<file path="src/rtl/proj_extender_assembler.sv">
// proj_extender_assembler
//   Reassembles FRAG_PART-wide slices (part 0 first, part 0 in the LSBs) into a
//   FRAG_LEN_BITS fragment and tags it with the signed start index latched from
//   the sop slice. The fragment is presented on a valid/ready output register.
//   A new sop while a fragment is partially collected aborts it and bumps a
//   saturating drop counter. An index that differs between slices of one
//   fragment sets out_err.
//   Optional feature: define PROJ_ASSEMBLER_CLIP_EN to clip negative start
//   indices. The index is forced to 0 and the leading 2*|index| bits (2 bits
//   per base) are zeroed. A magnitude of FRAG_LEN_BITS/2 or more zeroes the
//   whole fragment.
module proj_extender_assembler #(
    parameter int FRAG_LEN_BITS     = 32,
    parameter int FRAG_PART         = 8,
    parameter int SIGNED_INDICE_LEN = 16
) (
    input  logic                         clk,
    input  logic                         rst_n,
    input  logic                         in_valid,
    output logic                         in_ready,
    input  logic                         in_sop,
    input  logic [FRAG_PART-1:0]         in_gfm,
    input  logic [SIGNED_INDICE_LEN-1:0] in_index,
    output logic                         out_valid,
    input  logic                         out_ready,
    output logic [FRAG_LEN_BITS-1:0]     out_fragment,
    output logic [SIGNED_INDICE_LEN-1:0] out_index,
    output logic                         out_err,
    output logic [7:0]                   out_drop_cnt
);

    localparam int PARTS = FRAG_LEN_BITS / FRAG_PART;
    localparam int CNT_W = $clog2(PARTS);
    localparam logic [CNT_W-1:0] LAST_PART = CNT_W'(PARTS - 1);

    typedef enum logic {
        IDLE    = 1'b0,
        COLLECT = 1'b1
    } state_t;

    state_t                         state_reg;
    state_t                         state_next;
    logic [CNT_W-1:0]               part_cnt_reg;
    logic [FRAG_LEN_BITS-1:0]       asm_reg;
    logic [FRAG_LEN_BITS-1:0]       asm_next;
    logic [SIGNED_INDICE_LEN-1:0]   idx_reg;
    logic                           err_reg;
    logic [7:0]                     drop_cnt_reg;

    logic                           out_valid_reg;
    logic [FRAG_LEN_BITS-1:0]       out_fragment_reg;
    logic [SIGNED_INDICE_LEN-1:0]   out_index_reg;
    logic                           out_err_reg;

    logic                           accept;
    logic                           last_slice;
    logic                           frag_done;
    logic                           abort;
    logic                           idx_mismatch;
    logic [FRAG_LEN_BITS-1:0]       frag_final;
    logic [SIGNED_INDICE_LEN-1:0]   index_final;

    assign accept       = in_valid & in_ready;
    // Waiting for the final slice: completing it requires a free output register
    assign last_slice   = (state_reg == COLLECT) && (part_cnt_reg == LAST_PART);
    assign frag_done    = accept & ~in_sop & last_slice;
    assign abort        = accept & in_sop & (state_reg == COLLECT);
    assign idx_mismatch = (in_index != idx_reg);

    // Slice write: an sop slice goes to part 0, otherwise to the current part
    // while collecting. Slices seen in IDLE without sop write nothing.
    generate
        for (genvar gi = 0; gi < PARTS; gi++) begin : g_slice
            localparam bit IS_FIRST = (gi == 0);
            logic wr;
            assign wr = accept & (in_sop ? IS_FIRST
                                         : ((state_reg == COLLECT) && (part_cnt_reg == CNT_W'(gi))));
            assign asm_next[gi*FRAG_PART +: FRAG_PART] =
                wr ? in_gfm : asm_reg[gi*FRAG_PART +: FRAG_PART];
        end
    endgenerate

`ifdef PROJ_ASSEMBLER_CLIP_EN
    logic                           idx_neg;
    logic [SIGNED_INDICE_LEN:0]     neg_mag;
    logic [FRAG_LEN_BITS-1:0]       clip_keep;

    assign idx_neg = idx_reg[SIGNED_INDICE_LEN-1];
    assign neg_mag = -{idx_reg[SIGNED_INDICE_LEN-1], idx_reg};

    // Bit gi belongs to base gi/2; keep it only if that base is at or past the
    // clipped start. A large magnitude therefore clears every bit.
    generate
        for (genvar gi = 0; gi < FRAG_LEN_BITS; gi++) begin : g_clip
            assign clip_keep[gi] = ~idx_neg | (neg_mag <= (SIGNED_INDICE_LEN+1)'(gi / 2));
        end
    endgenerate

    assign frag_final  = asm_next & clip_keep;
    assign index_final = idx_neg ? '0 : idx_reg;
`else
    assign frag_final  = asm_next;
    assign index_final = idx_reg;
`endif

    // FSM state register
    always_ff @(posedge clk or negedge rst_n) begin
        if (!rst_n) begin
            state_reg <= IDLE;
        end else begin
            state_reg <= state_next;
        end
    end

    // FSM next state: sop always (re)starts collection, final slice returns to IDLE
    always_comb begin
        state_next = state_reg;
        case (state_reg)
            IDLE: begin
                if (accept && in_sop) state_next = COLLECT;
            end
            COLLECT: begin
                if (frag_done) state_next = IDLE;
            end
            default: state_next = IDLE;
        endcase
    end

    // FSM output: stall only the final slice while the output register is still occupied
    always_comb begin
        in_ready = 1'b1;
        if (last_slice && out_valid_reg && !out_ready) in_ready = 1'b0;
    end

    // Collection datapath: slice buffer, part counter, latched index and error flag
    always_ff @(posedge clk or negedge rst_n) begin
        if (!rst_n) begin
            asm_reg      <= '0;
            part_cnt_reg <= '0;
            idx_reg      <= '0;
            err_reg      <= 1'b0;
        end else begin
            asm_reg <= asm_next;
            if (accept && in_sop) begin
                part_cnt_reg <= CNT_W'(1);
                idx_reg      <= in_index;
                err_reg      <= 1'b0;
            end else if (accept && (state_reg == COLLECT)) begin
                part_cnt_reg <= part_cnt_reg + CNT_W'(1);
                if (idx_mismatch) err_reg <= 1'b1;
            end
        end
    end

    // Saturating count of partial fragments aborted by a fresh sop
    always_ff @(posedge clk or negedge rst_n) begin
        if (!rst_n) begin
            drop_cnt_reg <= '0;
        end else if (abort && (drop_cnt_reg != 8'hFF)) begin
            drop_cnt_reg <= drop_cnt_reg + 8'd1;
        end
    end

    // Output register: load on completion (even while being consumed), else clear on handshake
    always_ff @(posedge clk or negedge rst_n) begin
        if (!rst_n) begin
            out_valid_reg    <= 1'b0;
            out_fragment_reg <= '0;
            out_index_reg    <= '0;
            out_err_reg      <= 1'b0;
        end else if (frag_done) begin
            out_valid_reg    <= 1'b1;
            out_fragment_reg <= frag_final;
            out_index_reg    <= index_final;
            out_err_reg      <= err_reg | idx_mismatch;
        end else if (out_valid_reg && out_ready) begin
            out_valid_reg    <= 1'b0;
        end
    end

    assign out_valid    = out_valid_reg;
    assign out_fragment = out_fragment_reg;
    assign out_index    = out_index_reg;
    assign out_err      = out_err_reg;
    assign out_drop_cnt = drop_cnt_reg;

endmodule

</file>
<file path="config.mk">
export PLATFORM = sky130hd
export DESIGN_NAME = proj_extender_assembler
export DESIGN_NICKNAME = d
export VERILOG_FILES = /design/src/rtl/proj_extender_assembler.sv
export SDC_FILE = /design/constraint.sdc
export NUM_CORES = 1
export LEC_CHECK = 0
export CORE_ASPECT_RATIO = 0.75
export CORE_MARGIN = 4
export CORE_UTILIZATION = 55
export CTS_CLUSTER_SIZE = 14
export DETAILED_ROUTE_END_ITERATION = 10
export PLACE_DENSITY = 0.95
export SLEW_MARGIN = 20
export SYNTH_ARGS = -nofsm -noshare
export SYNTH_HDL_FRONTEND = slang
export SYNTH_SLANG_ARGS = --single-unit
export TNS_END_PERCENT = 100
</file>
<file path="constraint.sdc">
create_clock -name clk -period 4.9 [get_ports clk]
set_clock_uncertainty 0.15 [all_clocks]
set_input_delay 0.49 -clock clk [delete_from_list [all_inputs] [get_ports clk]]
set_output_delay 0.49 -clock clk [all_outputs]
set_load 0.02 [all_outputs]
</file>
==> out/metrics.cfg <==
[cts]
insertion_delay_ns=0.37
cts_tree=built
clkTransAtPathRegs_ns=0.11
clockBufferDepth=2
cts-buffers-inserted=9
clockRootBuffer=clkbuf_8
htree_levels=3
postCtsResizedCells=0
clock-sinks=102
cts_setup_buffers=0

[die]
io_pins=88
fp.dieArea_mm2=0.00930
core_mm2=0.00747
die_width_um=110
num_rows=27
die_h_um=84.5
initial_utilization=0.575

[synthesis]
ys_seq_area_frac=0.594
synth_top_area_cell=dfrtp_1
avgSynthCellArea_um2=10.9
syn-cell-area_mm2=0.00429
yosysTopAreaCellShare=0.594
synth-compound-area-share=0.0338
synthDistinctLibCells=28
yosys-top-cells-area=dfrtp_1, nand2_1, mux2_2
synthCells=394
synthArstFlopShare=1.00
synth.top_cells.by_count=nand2_1, dfrtp_1, mux2_2
synthAdderAreaFrac=0.0146
synth_xor_area_frac=0.0490
muxShareOfSynthArea=0.124
synth-seq-cells=102
synth-edff-count=0
synth.most_common_cell=nand2_1
yosysWarnings=0
syn_nets=428
yosys.area_share.simple=0.159
synth_top_flop_cell=dfrtp_1
synth_top_family_by_area=simple AND/OR/NAND/NOR gates

[power]
p_switching_uw=1210
vdd_drop_max_uv=303
fin_total_pwr_uw=3230
seqPwrFrac=0.428
p_sw_frac=0.373
pwr-share-comb=0.420
cell_internal_pwr_uw=2030
leakagePower_uw=0.00254
p_clk_frac=0.152
p_per_area_mw_per_mm2=598

[routing]
drt-pass1-iter-count=5
detail_route.wl_per_cell_um=16.4
drt_iter0_markers=178
vias=3140
ant_nets=0
routed_wirelength_um=9520
remaining_drc_errors=0
via_per_inst=5.40

[critical_path]
r2r_start=part_cnt_reg[0]$_DFFE_PN0P_
cp-end-kind=flip-flop
critPathArrivalTime_ns=2.86
startpoint=part_cnt_reg[0]$_DFFE_PN0P_
critPathKind=reg2reg
required_ns=5.01
start_kind=flip-flop
critPathMaxFanout=33

[sta]
hold_viol=0
min_period_ns=2.75
rsz0062_at_grt=no
slew_headroom=0.428
slew_violations=0
worstMarginPinSlew_ns=0.858
finalSetupTns_ns=0
post-route-period-util=0.561
setup_viol=0
timing.fmax_mhz=364

[placed_design]
place_area_mm2=0.00522
dp_hpwl_um=6740
port-buffer-count=87
gp_congestion=0.886

[cells_and_area]
finalInstanceArea_mm2=0.00541
drive_above_1_share=0.116
fin_util=0.725
largest_register_ffs=32
syn2layout_area_growth_pct=26.0
nFillCells=484
antennaDiodeCount=0
layout.nets=510

[global_route]
antenna_found_initial=0
gr-total-overflow=0
grt_usage=0.216
grt_max_degree=70
grt_pass1_vias=3131
grt_pass1_wl_um=15400

[worst_hold_path]
holdCritPathClass=reg2reg
min_from=out_index[11]$_DFFE_PN0P_

[flow_run]
drv_cap=0

[status]
status=complete, no violations

cell families after synthesis:
family                     Yosys count
AOI/OAI and AO/OA                   23
xor gates and xnor gates            24
adders and majority gates            5
buffers and inverters               24
DFF                                102
muxes                               49
and+or+nand+nor                    167
final cells by class:
class                           instances  area [um2]  share of cell area
Tap cell                              101         126              0.0233
Clock inverter                          7        57.6              0.0106
Multi-Input combinational cell        268        1640               0.302
Inverter                                4        15.0             0.00277
Clock buffer                            9         124              0.0229
Timing Repair Buffer                   91         901               0.166
Sequential cell                       102        2550               0.472
layout by cell type (no fill, tap or decap):
cell	count
dfrtp_1	102
mux2_2	33
o2111a_1	1
clkbuf_8	9
nand3b_1	1
nor2_1	3
o21ai_0	17
xor2_1	19
dlygate4sd3_1	1
nand4_1	1
nand4b_1	1
xnor2_1	5
ha_1	5
a21oi_1	1
and3_1	6
o311a_1	1
nand2_1	141
inv_6	2
a21oi_4	1
nor4_1	4
clkinvlp_4	3
nand3_1	6
and3_2	1
and4_1	1
clkinv_4	2
inv_1	4
o211a_1	1
nand3_2	1
nor3_1	1
mux2i_1	16
buf_4	4
o31ai_1	1
clkdlybuf4s50_1	86
worst max-delay path, cell delays in order (launching register included):
cell and delay [ns]:
dfrtp_1 0.45, ha_1 0.30, inv_1 0.07, o311a_1 0.50, and3_2 0.75, mux2_2 0.42
layer usage:
layer | global-route usage | vias up | share of wire
met5 | 0 | - | 0
met4 | 0.0623 | 0 | 0.015
met3 | 0.0623 | 19 | 0.063
met2 | 0.329 | 113 | 0.47
met1 | 0.303 | 1553 | 0.45
li1 | - | 1455 | -
repair_timing:
action	in CTS	in global routing
hold endpoints to repair	33	0
hold buffers	1	0
setup endpoints to repair	0	0
power groups by stage:
stage | Combinational (uW) | Clock, uW | Sequential (uW)
after floorplan | 528 | 0 | 1610
after global placement | 1310 | 0 | 1380
after detailed placement | 1360 | 0 | 1400
after CTS | 1370 | 500 | 1380
after global routing | 1470 | 534 | 1420
final | 1360 | 491 | 1380
stage by stage:
stage | std cells | hold WS [ns] | setup WS [ns]
floorplan | 394 | 0.0444 | 2.43
global placement | 565 | 0.302 | 1.65
detailed placement | 565 | 0.308 | 1.89
CTS | 582 | 0.338 | 2.17
global route | 582 | 0.362 | 2.01
finish | 582 | 0.333 | 2.15
path summary, 6_finish.rpt:
check / endpoint / slack, ns / cells past startpoint
hold reg to reg: out_index[11]$_DFFE_PN0P_ / 0.33 / 2
max in group asynchronous: out_fragment[12]$_DFFE_PN0P_ / 2.94 / 3
hold / removal: out_index[11]$_DFFE_PN0P_ / 0.33 / 2
setup reg to reg: out_fragment[2]$_DFFE_PN0P_ / 2.15 / 5
min in group asynchronous: idx_reg[15]$_DFFE_PN0P_ / 0.44 / 2
setup / recovery: out_fragment[2]$_DFFE_PN0P_ / 2.15 / 5
Note: power is estimated with default switching activity, not from simulation.
